**src/rtl/mem_stage_ctrl_pkg.sv**
```systemverilog
// Shared constants for the memory stage: FSM state encoding and default widths.
// The execute-stage consumer decodes the same state values.
package mem_stage_ctrl_pkg;

    localparam int ADDR_W_DEF  = 16;
    localparam int DATA_W_DEF  = 16;
    localparam int TIMEOUT_DEF = 15;

    localparam logic [1:0] ST_IDLE = 2'd0;
    localparam logic [1:0] ST_REQ  = 2'd1;
    localparam logic [1:0] ST_WAIT = 2'd2;
    localparam logic [1:0] ST_RESP = 2'd3;

    typedef enum logic [1:0] {
        IDLE = ST_IDLE,
        REQ  = ST_REQ,
        WAIT = ST_WAIT,
        RESP = ST_RESP
    } memState_t;

endpackage

```
**src/rtl/dff.sv**
```systemverilog
// Codebase register cell: W-bit flop with synchronous active-high clear.
module dff #(
    parameter int W = 1
) (
    input  logic         clk,
    input  logic         rst,
    input  logic [W-1:0] d,
    output logic [W-1:0] q
);

    always_ff @(posedge clk) begin
        if (rst) q <= '0;
        else     q <= d;
    end

endmodule

```
**src/rtl/mem_wait_timer.sv**
```systemverilog
// Counts WAIT cycles; `expired` is high once the count has reached TIMEOUT.
module mem_wait_timer
    import mem_stage_ctrl_pkg::*;
#(
    parameter int TIMEOUT = TIMEOUT_DEF
) (
    input  logic clk,
    input  logic rst,
    input  logic clr,
    input  logic inc,
    output logic expired
);

    localparam logic [3:0] LIMIT = TIMEOUT[3:0];

    logic       rstHi;
    logic [3:0] count;
    logic [3:0] countD;

    assign rstHi = ~rst;

    always_comb begin
        countD = count;
        if (clr)      countD = '0;
        else if (inc) countD = count + 4'd1;
    end

    dff #(.W(4)) uCount (.clk(clk), .rst(rstHi), .d(countD), .q(count));

    assign expired = (count == LIMIT);

endmodule

```
**src/rtl/mem_stage_ctrl.sv**
```systemverilog
// MEM-stage controller: issues one memory request per load/store, stalls the
// pipeline until completion, then pulses the result toward write-back.
module mem_stage_ctrl
    import mem_stage_ctrl_pkg::*;
#(
    parameter int ADDR_W  = ADDR_W_DEF,
    parameter int DATA_W  = DATA_W_DEF,
    parameter int TIMEOUT = TIMEOUT_DEF
) (
    input  logic              clk,
    input  logic              rst,
    input  logic              memEn,
    input  logic              memWrt,
    input  logic [ADDR_W-1:0] addr,
    input  logic [DATA_W-1:0] wrData,
    input  logic              flushPipe,
    output logic              memStall,
    output logic [DATA_W-1:0] rdData,
    output logic              rdValid,
    output logic              wrDone,
    output logic              err,
    output logic              mem_rd,
    output logic              mem_wr,
    output logic [ADDR_W-1:0] mem_addr,
    output logic [DATA_W-1:0] mem_wdata,
    input  logic              mem_busy,
    input  logic              mem_done,
    input  logic [DATA_W-1:0] mem_rdata,
    output logic [1:0]        dbgState
);

    logic              rstHi;
    logic [1:0]        stateQ;
    memState_t         state;
    memState_t         nextState;
    logic              start;
    logic              unalign;
    logic [ADDR_W-1:0] addrQ;
    logic [DATA_W-1:0] wdataQ;
    logic              wrtQ;
    logic [DATA_W-1:0] rdataQ;
    logic [DATA_W-1:0] rdataD;
    logic              errFlagQ;
    logic              errFlagD;
    logic              unalErrQ;
    logic              timerClr;
    logic              timerInc;
    logic              timerExpired;

    assign rstHi    = ~rst;
    assign state    = memState_t'(stateQ);
    assign dbgState = stateQ;

    // Only IDLE accepts; RESP ignores memEn since it still belongs to the completing op.
    assign start   = (state == IDLE) & memEn & ~flushPipe & ~addr[0];
    assign unalign = (state == IDLE) & memEn & ~flushPipe &  addr[0];

    // Memory handshake: mem_rd/mem_wr is a request valid, ~mem_busy is ready.
    // While busy the strobe, mem_addr and mem_wdata stay stable; the request is
    // taken on the first cycle with the strobe high and mem_busy low.
    always_comb begin
        nextState = state;
        memStall  = 1'b0;
        mem_rd    = 1'b0;
        mem_wr    = 1'b0;
        timerClr  = 1'b0;
        timerInc  = 1'b0;
        errFlagD  = 1'b0;
        rdataD    = rdataQ;
        case (state)
            IDLE: begin
                memStall = start;
                if (start) nextState = REQ;
            end
            REQ: begin
                memStall = 1'b1;
                mem_rd   = ~wrtQ;
                mem_wr   = wrtQ;
                if (!mem_busy) begin
                    nextState = WAIT;
                    timerClr  = 1'b1;
                end
            end
            WAIT: begin
                memStall = 1'b1;
                if (mem_done) begin
                    nextState = RESP;
                    if (!wrtQ) rdataD = mem_rdata;
                end else if (timerExpired) begin
                    nextState = RESP;
                    errFlagD  = 1'b1;
                end else begin
                    timerInc = 1'b1;
                end
            end
            RESP: begin
                errFlagD  = errFlagQ;
                nextState = IDLE;
            end
            default: nextState = IDLE;
        endcase
    end

    dff #(.W(2))      uState  (.clk(clk), .rst(rstHi), .d(nextState),               .q(stateQ));
    dff #(.W(ADDR_W)) uAddr   (.clk(clk), .rst(rstHi), .d(start ? addr : addrQ),    .q(addrQ));
    dff #(.W(DATA_W)) uWdata  (.clk(clk), .rst(rstHi), .d(start ? wrData : wdataQ), .q(wdataQ));
    dff #(.W(1))      uWrt    (.clk(clk), .rst(rstHi), .d(start ? memWrt : wrtQ),   .q(wrtQ));
    dff #(.W(DATA_W)) uRdata  (.clk(clk), .rst(rstHi), .d(rdataD),                  .q(rdataQ));
    dff #(.W(1))      uErrFlg (.clk(clk), .rst(rstHi), .d(errFlagD),                .q(errFlagQ));
    dff #(.W(1))      uUnal   (.clk(clk), .rst(rstHi), .d(unalign),                 .q(unalErrQ));

    mem_wait_timer #(.TIMEOUT(TIMEOUT)) uTimer (
        .clk(clk),
        .rst(rst),
        .clr(timerClr),
        .inc(timerInc),
        .expired(timerExpired)
    );

    assign mem_addr  = (state == REQ) ? addrQ  : '0;
    assign mem_wdata = (state == REQ) ? wdataQ : '0;
    assign rdData    = rdataQ;
    assign rdValid   = (state == RESP) & ~wrtQ & ~errFlagQ;
    assign wrDone    = (state == RESP) &  wrtQ & ~errFlagQ;
    assign err       = ((state == RESP) & errFlagQ) | unalErrQ;

endmodule

```
**config.mk**
```make
export PLATFORM = sky130hd
export DESIGN_NAME = mem_stage_ctrl
export DESIGN_NICKNAME = d
export VERILOG_FILES = /design/src/rtl/mem_stage_ctrl_pkg.sv /design/src/rtl/dff.sv /design/src/rtl/mem_wait_timer.sv /design/src/rtl/mem_stage_ctrl.sv
export SDC_FILE = /design/constraint.sdc
export NUM_CORES = 1
export LEC_CHECK = 0
export CAP_MARGIN = 15
export CORE_ASPECT_RATIO = 1.2
export CORE_UTILIZATION = 47
export CTS_BUF_LIST = sky130_fd_sc_hd__clkbuf_8
export CTS_CLUSTER_DIAMETER = 30
export DETAILED_ROUTE_END_ITERATION = 10
export GPL_ROUTABILITY_DRIVEN = 0
export PLACE_DENSITY = 0.91
export SLEW_MARGIN = 20
export SYNTH_ARGS = -nofsm -noshare
export SYNTH_HDL_FRONTEND = slang
export SYNTH_SLANG_ARGS = --single-unit
```
**constraint.sdc**
```tcl
create_clock -name clk -period 2.4 [get_ports clk]
set_input_delay 0.48 -clock clk [delete_from_list [all_inputs] [get_ports clk]]
set_output_delay 0.48 -clock clk [all_outputs]
set_load 0.02 [all_outputs]
```
==> metrics.txt, run 1 <==
maximum fanout along the worst path=4; Max Buffers Root-to-Sink=2; DR vias/cell=just under 5; measured slew at the worst slew-check pin=about 0.62 ns; slowest CP cell=clkdlybuf4s50_1; Syn Nets=around 370; critical-path cell list=clkdlybuf4s50_1 -> nor2b_4 -> nor3b_4 -> nor2_1 -> nor2_1 -> dlygate4sd2_1; CTS H-tree depth=3; layout cell share with drive strength beyond 1=~12%; RSZ-0062 raised after global routing=false; Max Cap Viol=0; Critical Path Start Type=input port; min-delay worst type=register to register; P per Cell Area=591 nW/µm²; hold_buf cts=0; Post-DP HPWL=around 4.5 mm; clk_lat worst skew=~0.32 ns; Core Box Area=approximately 5300 µm²; Mapped Area=between 2000 and 3000 µm²; Critical R2R Launch=uState.q[0]$_SDFFE_PN0P_; CTS tree=done; Max VDD drop=between 500 and 600 µV; Root Driver=clkbuf_8; crit path time final=approximately 2.3 ns; # IOs=between 100 and 150; Hold Crit Start=uWdata.q[5]$_SDFFE_PN0P_; most frequent CP cell=nor2_1; post-synthesis sequential area ratio=between 40 and 50%; cell family with most CP delay=buffers and inverters; final hold violation count=0; Reg clk slew, reported paths=roughly 0.06 ns; #FFs+latches synth=57; Post-synth EDFFs=0; Post-CTS Setup Bufs=0; Initial Util=between 40% and 50%; CP Class=input port to output pin; status=finished, final reports clean; Final Non-Filler Cells=480; fmax=434 MHz; final period utilization=between 90% and 100%; R2R Path End=uWdata.q[1]$_SDFFE_PN0P_; Req. time, crit path=1.92 ns; Slew headroom=58.9%; Most used DFF post-synth=dfxtp_1; drt wl/cell=approximately 13 µm; Tot Pwr=~2400 µW; Antenna Violating Nets Remaining=0; CP max stage delay=between 0.4 and 0.5 ns; CTS buffer count=9; count leader, synth=nand2_1; Syn Area/Cell=roughly 8.7 µm²; port buffer count=110; endpoints failing setup=0; number of global-route vias before repair=2282; via count=approximately 2400; Fin Clk Skew=0.00586 ns; synth warn=0; main area contributors after synthesis=dfxtp_1, nand2_1, a21boi_2, and2_1, a21boi_0; DRC errors left=0; Iteration-0 DRC Markers=92; global-route wire length before repair=between 10 and 15 mm; First-pass DRT Iterations=5; DIE AREA=5910 µm²; r2r setup slk=around 0.73 ns; FF-to-FF path depth=7; Worst Hold End=uWdata.q[5]$_SDFFE_PN0P_; Final #Nets=between 400 and 500; worst path arrival time=approximately 1.8 ns; most instantiated cells after synthesis=nand2_1, dfxtp_1, and2_1; Max Slew Vio Count=0; Global Route Usage Sum=around 22%; number of placement rows=29; initial antenna violation count=0; Gate Count Post-Synth=around 300; largest net degree at the start of global routing=36; CP Capture Type=output pin; top cell type's share of synthesized area=a little over two fifths; area leader, netlist=dfxtp_1; Die W=70.4 µm; Worst Path Buf+Inv=2; P_leak=0.00202 µW; Detailed Route WL=around 6.4 mm; antenna cells=0; Synth cell types=32; async set-reset flop share out of synthesis=0%; Area growth syn-to-layout=52.7%; Placed Cells=roughly 470; Die Y=84.0 µm; Hold Path Cell Cnt=2; # fillers=418; CTS sink cnt=57; Overflow after GRT=0
==> flip-flops by register name (all words and copies together) (netlist names) <==
register	flops
uAddr.q	16
uRdata.q	16
uWrt.q	1
uState.q	2
uTimer.uCount.q	4
uErrFlg.q	1
uUnal.q	1
uWdata.q	16
==> repair_timing <==
item / 4_1_cts / 5_1_grt
resized for setup: 8 / 29
pin swaps: 0 / 0
endpoints found under the setup margin: 33 / 29
==> how the worst max path moves through the flow <==
stage / depth (start not counted) / endpoint / slack (ns) / startpoint
floorplan: 7 / memStall / 0.33 / uState.q[0]$_SDFFE_PN0P_
CTS: 5 / mem_addr[9] / 0.04 / uState.q[1]$_SDFFE_PN0P_
global placement: 6 / memStall / -0.14 / memEn
finish: 6 / memStall / 0.09 / memEn
detailed placement: 6 / memStall / -0.17 / memEn
global route: 6 / memStall / 0.005 / memEn
==> per-stage QoR <==
step	hold slack, ns	instance area [µm²]	setup TNS (ns)	util [%]	setup WS (ns)
after CTS	0.457	3950	0	74.1	0.0375
final	0.453	4020	0	75.4	0.0944
after global placement	0.437	3780	-0.143	70.8	-0.143
after global routing	0.476	4020	0	75.4	0.00506
after floorplan	0.430	2640	0	-	0.334
after detailed placement	0.448	3780	-0.171	70.8	-0.171
==> report_power, final <==
| group | leakage, µW | switching (µW) | total [µW] | internal, µW |
|---|---|---|---|---|
| clock network | 0.0000957 | 351 | 798 | 448 |
| registers | 0.000462 | 30.9 | 1030 | 995 |
| logic | 0.00147 | 291 | 555 | 264 |
| total | 0.00202 | 673 | 2380 | 1710 |
==> routing by layer <==
metal | up-vias | track usage [%] | wire length (µm)
met2 | 64 | 39.3 | 3360
li1 | 1195 | - | -
met5 | - | 0 | 0
met4 | 0 | 8.55 | 62
met1 | 1101 | 25.2 | 2700
met3 | 4 | 5.68 | 260
==> logic make-up (layout without fill, tap and decap cells) <==
kind of cell	count (synthesis)	after routing	synth area share, %
AO/OA/AOI/OAI	55	55	19.0
XOR/XNOR	3	3	0.997
adder cells (fa/ha/maj)	7	7	3.32
buffers and inverters	22	136	4.42
flip-flops	57	57	43.3
multiplexers	2	2	0.760
AND/OR/NAND/NOR	158	158	28.2
==> tightest hold or removal path, stage by stage, from the launching register on <==
cell,delay (ns)
dfxtp_1,0.30
nand2_1,0.05
a21boi_1,0.05
==> cell usage in the layout (no fill, tap or decap), types with 5 or more instances in the layout <==
cell               n
buf_4              6
and2_1            33
a21boi_1           5
ha_1               7
dlymetal6s2s_1    29
clkbuf_8          12
nor2_1             6
inv_1              5
nand2_1          102
a21boi_0          17
a21boi_2          26
dfxtp_1           56
dlygate4sd2_1      7
clkdlybuf4s50_1   74
==> area by class of cell <==
class                      count  area [µm²]  share of cell area (%)
multi-input combinational    225        1380                    34.2
inverter                       4        15.0                   0.373
tap                           62        77.6                    1.93
timing repair buffer         117        1230                    30.6
clock inverter                 3        16.3                   0.404
clock buffer                  12         165                    4.10
sequential                    57        1140                    28.4
Note: power is estimated with default switching activity, not from simulation.
==> run 2: changes to the inputs <==
--- a/config.mk
+++ b/config.mk
@@ -7,12 +7,12 @@
 export LEC_CHECK = 0
 export CAP_MARGIN = 15
 export CORE_ASPECT_RATIO = 1.2
-export CORE_UTILIZATION = 47
+export CORE_UTILIZATION = 44
 export CTS_BUF_LIST = sky130_fd_sc_hd__clkbuf_8
 export CTS_CLUSTER_DIAMETER = 30
 export DETAILED_ROUTE_END_ITERATION = 10
 export GPL_ROUTABILITY_DRIVEN = 0
-export PLACE_DENSITY = 0.91
+export PLACE_DENSITY = 0.86
 export SLEW_MARGIN = 20
 export SYNTH_ARGS = -nofsm -noshare
 export SYNTH_HDL_FRONTEND = slang
==> constraint.sdc (replaced) <==
create_clock -name clk -period 2.2 [get_ports clk]
set_input_delay 0.44 -clock clk [delete_from_list [all_inputs] [get_ports clk]]
set_output_delay 0.44 -clock clk [all_outputs]
set_load 0.02 [all_outputs]
==> run 2 against run 1 <==
Clock skew up 0.00059 ns. Combinational power up 12%. Global-route usage decreased by 1.7 points. Count of clock-buffer cells in the layout decreased by 1. Die area grew 6.6%. Sequential share of layout area barely moved.
==> metrics.txt, run 2 (synthesized netlist as in run 1, its figures left out) <==
initial antenna violation count=0 (unchanged); most frequent cells in the layout=nand2_1, clkdlybuf4s50_1, dfxtp_1 (unchanged); CTS H-tree depth=3 (unchanged); DRC errors left=0 (unchanged); leading cell type in the layout, fill and taps excluded=nand2_1 (unchanged); worst path arrival time=1.66 ns (was 1.83 ns); Critical Path Start Type=register (was input port); First-pass DRT Iterations=4 (was 5); Area growth syn-to-layout=52.5% (was 52.7%); Max Buffers Root-to-Sink=2 (unchanged); sum of negative setup slack=0 ns (unchanged); Crit. Startpoint=uState.q[0]$_SDFFE_PN0P_ (was memEn); maximum fanout along the worst path=34 (was 4); Die W=72.6 µm (was 70.4 µm); largest registers=uAddr.q: 16 flops, uRdata.q: 16 flops, uWdata.q: 16 flops (unchanged); Global Route Usage Sum=20.5% (was 22.2%); DIE AREA=6300 µm² (was 5910 µm²); Hold Crit Start=uWdata.q[14]$_SDFFE_PN0P_ (was uWdata.q[5]$_SDFFE_PN0P_); Critical R2R Launch=uState.q[0]$_SDFFE_PN0P_ (unchanged); Req. time, crit path=1.76 ns (was 1.92 ns); drt wl/cell=12.2 µm (was 13.3 µm); CP Class=register to output pin (was input port to output pin); Post-DP HPWL=4.24 mm (was 4.54 mm); Slew headroom=62.8% (was 58.9%); Max VDD drop=484 µV (was 508 µV); Root Driver=clkbuf_8 (unchanged); CP Capture Type=output pin (unchanged); P_leak=0.00167 µW (was 0.00202 µW); crit path time final=about 2.1 ns; Max Slew Vio Count=0 (unchanged); CP max stage delay=0.38 ns (was 0.46 ns); CTS buffer count=9 (unchanged); Die Y=86.8 µm (was 84.0 µm); layout cell share with drive strength beyond 1=13.1% (was 12.2%); Final #Nets=478 (was 476); final hold violation count=0 (unchanged); Fin Clk Skew=0.00645 ns (was 0.00586 ns); antenna cells=0 (unchanged); clk_lat worst skew=0.32 ns (about the same); P per Cell Area=707 nW/µm² (was 591 nW/µm²); # IOs=111 (unchanged); CTS sink cnt=57 (unchanged); status=finished, final reports clean (unchanged); slowest CP cell=dfxtp_1 (was clkdlybuf4s50_1); Iteration-0 DRC Markers=119 (was 92); Post-CTS Setup Bufs=0 (unchanged); Detailed Route WL=6.11 mm (was 6.39 mm); Worst Path Buf+Inv=2 (unchanged); number of global-route vias before repair=2290 (was 2282); RSZ-0062 raised after global routing=false (unchanged); critical-path cell list=ha_1 -> buf_12 -> and2_1 -> dlygate4sd2_1 (was clkdlybuf4s50_1 -> nor2b_4 -> nor3b_4 -> nor2_1 -> nor2_1 -> dlygate4sd2_1); min-delay worst type=register to register (unchanged); final period utilization=95.3%; largest net degree at the start of global routing=57 (was 36); Initial Util=46.2% (was 49.4%); fmax=477 MHz; port buffer count=110 (unchanged); cell family with most CP delay=buffers and inverters (unchanged); measured slew at the worst slew-check pin=0.559 ns (was 0.615 ns); global-route wire length before repair=9.97 mm (was 10.4 mm); Max Cap Viol=0 (unchanged); Overflow after GRT=0 (unchanged); Core Box Area=5710 µm² (was 5330 µm²); Reg clk slew, reported paths=0.06 ns (about the same); Antenna Violating Nets Remaining=0 (unchanged); number of placement rows=30 (was 29); final hold slack=0.448 ns (was 0.453 ns); DR vias/cell=4.69 (was 4.93); via count=2348 (was 2364); endpoints failing setup=0 (unchanged); CTS tree=done (unchanged)
run 2: routing by layer:
layer | wire (µm) | global-route usage [%] | vias to the layer above
met5 | 0 | 0 | -
met1 | 2620 | 22.5 | 1077
met3 | 269 | 5.35 | 9
met2 | 3110 | 37.3 | 65
li1 | - | - | 1197
met4 | 109 | 8.02 | 0
run 2: path summary, 6_finish.rpt:
path | end | slack, ns | depth (start not counted)
setup / recovery | mem_addr[7] | 0.10 | 4
hold / removal | uWdata.q[14]$_SDFFE_PN0P_ | 0.45 | 2
setup reg to reg | uRdata.q[10]$_SDFFE_PN0P_ | 0.50 | 6
hold reg to reg | uWdata.q[14]$_SDFFE_PN0P_ | 0.45 | 2
run 2: worst min-delay path, cell delays in order (launching register included):
cell and delay (ns):
dfxtp_1 0.30, nand2_1 0.05, a21boi_1 0.05
run 2: layout make-up:
class	count	area (µm²)
Sequential cell	57	1140
Multi-Input combinational cell	225	1380
Fill cell	466	1690
Timing Repair Buffer	119	1160
Clock buffer	11	151
Clock inverter	5	77.6
Inverter	4	15.0
Tap cell	80	100
run 2: where the power goes:
group	internal, µW	leakage (µW)	switching, µW
Clock	695	0.000115	411
Combinational	296	0.00109	325
Sequential	1080	0.000461	27.8
Total	2080	0.00167	764
run 2: what timing repair did:
action                     in CTS  in global routing
setup endpoints to repair      38                  2
hold buffers                    0                  0
resized for setup              38                  3
run 2: metrics by stage:
stage / instance area [µm²] / setup slack [ns] / utilization, % / std cells / total power, µW
CTS: 4020 / 0.00105 / 70.5 / 501 / 2870
floorplan: 2640 / 0.174 / - / 304 / 1480
global placement: 3840 / -0.195 / 67.3 / 485 / 1770
global route: 4020 / 0.0136 / 70.4 / 501 / 2980
finish: 4020 / 0.104 / 70.4 / 501 / 2840
detailed placement: 3840 / -0.201 / 67.3 / 485 / 1790
==> run 3: changes to the inputs <==
--- a/config.mk
+++ b/config.mk
@@ -5,14 +5,17 @@
 export SDC_FILE = /design/constraint.sdc
 export NUM_CORES = 1
 export LEC_CHECK = 0
+export ABC_CLOCK_PERIOD_IN_PS = 1800
 export CAP_MARGIN = 15
+export CELL_PAD_IN_SITES_DETAIL_PLACEMENT = 0
+export CELL_PAD_IN_SITES_GLOBAL_PLACEMENT = 1
 export CORE_ASPECT_RATIO = 1.2
-export CORE_UTILIZATION = 44
+export CORE_UTILIZATION = 28
 export CTS_BUF_LIST = sky130_fd_sc_hd__clkbuf_8
 export CTS_CLUSTER_DIAMETER = 30
 export DETAILED_ROUTE_END_ITERATION = 10
 export GPL_ROUTABILITY_DRIVEN = 0
-export PLACE_DENSITY = 0.86
+export PLACE_DENSITY = 0.81
 export SLEW_MARGIN = 20
 export SYNTH_ARGS = -nofsm -noshare
 export SYNTH_HDL_FRONTEND = slang
==> constraint.sdc (replaced) <==
create_clock -name clk -period 1.8 [get_ports clk]
set_input_delay 0.36 -clock clk [delete_from_list [all_inputs] [get_ports clk]]
set_output_delay 0.36 -clock clk [all_outputs]
set_load 0.02 [all_outputs]
==> run 3 against run 2 <==
The flow now finishes with violations (setup timing). Largest cell class unchanged. Register-to-register slack lost 0.26 ns. Die area grew 56%. Total power grew 35%. Critical endpoint is now memStall.
==> metrics.txt, run 3 (synthesized netlist as in run 1, its figures left out) <==
worst path arrival time=1.46 ns (was 1.66 ns); CTS tree=done (unchanged); endpoints failing setup=1 (was 0); clk_lat worst skew=0.33 ns (was 0.32 ns); Core Box Area=9080 µm² (was 5710 µm²); RSZ-0062 raised after global routing=true (was false); post-layout util=48.8% (was 70.4%); Req. time, crit path=1.44 ns (was 1.76 ns); final hold violation count=0 (unchanged); Worst Path Buf+Inv=2 (unchanged); critical-path cell list=clkdlybuf4s50_1 -> nor2b_4 -> nor3b_4 -> nor2_2 -> nor2_2 -> buf_6 (was ha_1 -> buf_12 -> and2_1 -> dlygate4sd2_1); most frequent cells in the layout=nand2_1, clkdlybuf4s50_1, dfxtp_1 (unchanged); Final #Nets=489 (was 478); R2R Path End=uState.q[0]$_SDFFE_PN0P_ (was uRdata.q[10]$_SDFFE_PN0P_); maximum fanout along the worst path=2 (was 34); crit path time final=between 1.5 and 2 ns; layout cell share with drive strength beyond 1=32.9% (was 13.1%); Max Buffers Root-to-Sink=2 (unchanged); final hold slack=0.454 ns (was 0.448 ns); final period utilization=101%; number of global-route vias before repair=2335 (was 2290); P_leak=0.00173 µW (was 0.00167 µW); Max Slew Vio Count=0 (unchanged); CP Capture Type=output pin (unchanged); slowest CP cell=clkdlybuf4s50_1 (was dfxtp_1); DRC errors left=0 (unchanged); status=finished with violations (was finished, final reports clean); largest registers=uAddr.q: 16 flops, uRdata.q: 16 flops, uWdata.q: 16 flops (unchanged); Max VDD drop=564 µV (was 484 µV); Initial Util=29.0% (was 46.2%); initial antenna violation count=0 (unchanged); Die W=90.6 µm (was 72.6 µm); DR vias/cell=4.39 (was 4.69); min-delay worst type=register to register (unchanged); Antenna Violating Nets Remaining=0 (unchanged); Hold Path Cell Cnt=2 (unchanged); drt wl/cell=12.7 µm (was 12.2 µm); Hold Crit Start=uWdata.q[5]$_SDFFE_PN0P_ (was uWdata.q[14]$_SDFFE_PN0P_); port buffer count=110 (unchanged); measured slew at the worst slew-check pin=0.425 ns (was 0.559 ns); r2r setup slk=0.24 ns (was 0.50 ns); violated checks=setup timing; cell family with most CP delay=buffers and inverters (unchanged); Root Driver=clkbuf_8 (unchanged); Post-DP HPWL=4.56 mm (was 4.24 mm); CTS H-tree depth=3 (unchanged); leading cell type in the layout, fill and taps excluded=nand2_1 (unchanged); fmax=between 500 and 600 MHz; P per Cell Area=867 nW/µm² (was 707 nW/µm²); Iteration-0 DRC Markers=63 (was 119); CTS sink cnt=57 (unchanged); CP max stage delay=0.47 ns (was 0.38 ns); FF-to-FF path depth=7 (was 6); number of placement rows=38 (was 30); global-route wire length before repair=11.0 mm (was 9.97 mm); Tot Pwr=3840 µW (was 2840 µW); DIE AREA=9800 µm² (was 6300 µm²); Global Route Usage Sum=14.3% (was 20.5%); Fin Clk Skew=0.0103 ns (was 0.00645 ns); hold_buf cts=0 (unchanged); CTS buffer count=9 (unchanged); Max Cap Viol=0 (unchanged); Area growth syn-to-layout=68.1% (was 52.5%); # IOs=111 (unchanged); most frequent CP cell=nor2_2; Slew headroom=71.4% (was 62.8%); CP Class=input port to output pin (was register to output pin); # fillers=861 (was 466); antenna cells=0 (unchanged); via count=2422 (was 2348); Critical Path Start Type=input port (was register); Reg clk slew, reported paths=0.07 ns (was 0.06 ns); Critical R2R Launch=uState.q[0]$_SDFFE_PN0P_ (unchanged); Overflow after GRT=0 (unchanged); setup ws final=-0.0174 ns (was 0.104 ns); Die Y=108 µm (was 86.8 µm); Detailed Route WL=7.03 mm (was 6.11 mm); First-pass DRT Iterations=4 (unchanged); Worst Hold End=uWdata.q[5]$_SDFFE_PN0P_ (was uWdata.q[14]$_SDFFE_PN0P_); largest net degree at the start of global routing=57 (unchanged)
run 3: changes by cell type in the layout (fill, tap and decap cells not counted), moves of 3 or more:
cell | before | now
and2_1 | 33 | 4
buf_6 | 0 | 33
dlygate4sd2_1 | 36 | 2
ha_1 | 7 | 4
buf_4 | 6 | 15
and2_4 | 0 | 29
ha_4 | 0 | 3
run 3: layer usage:
layer / vias to the layer above / GRT usage (%) / share of wire, %
li1: 1218 / - / -
met1: 1119 / 16.9 / 43
met2: 74 / 23.8 / 49
met3: 11 / 4.71 / 5.7
met4: 0 / 5.76 / 1.7
met5: - / 0 / 0
run 3: worst max path at each step:
stage | startpoint | endpoint | slack (ns) | cells past startpoint
final | memEn | memStall | -0.02 | 6
after detailed placement | memEn | memStall | -0.48 | 6
after global routing | uState.q[0]$_SDFFE_PN0P_ | memStall | -0.1 | 7
after CTS | uState.q[1]$_SDFFE_PN0P_ | mem_rd | -0.03 | 6
after global placement | memEn | memStall | -0.47 | 6
after floorplan | uState.q[0]$_SDFFE_PN0P_ | memStall | 0.003 | 7
run 3: metrics by stage:
stage	area, µm²	worst slack, ns	TNS [ns]	std cells
after floorplan	2640	0.00333	0	304
after global placement	3980	-0.471	-3.58	532
after detailed placement	3980	-0.477	-4.29	532
after CTS	4190	-0.0266	-0.0485	549
after global routing	4430	-0.0994	-0.514	552
final	4430	-0.0174	-0.0174	552
run 3: report_power, final:
part	switching (µW)	internal (µW)	total [µW]
combinational	507	598	1110
clock	516	850	1370
sequential	41.0	1330	1370
run 3: cell type report:
cell class              instances  area, µm²  share of cell area, %
clock buffers                  11        151                   3.42
clock inverters                 5       77.6                   1.75
inverters                       4       17.5                  0.395
multi-input cells             225       1500                   33.8
flip-flops and latches         57       1150                   25.9
well taps                     120        150                   3.39
repair buffers                130       1390                   31.4
run 3: worst reg2reg max path: stages (launching register included):
cell and delay [ns]:
dfxtp_4 0.37, inv_2 0.05, buf_4 0.13, ha_1 0.21, and2b_1 0.21, nand2_1 0.14, o211ai_1 0.17, mux2i_1 0.15
run 3: repair_timing:
action                     4_1_cts  5_1_grt
gates resized for setup        197       66
setup buffers                    0        1
gates cloned                     1        2
pin swaps                        2       22
setup endpoints to repair       38       20
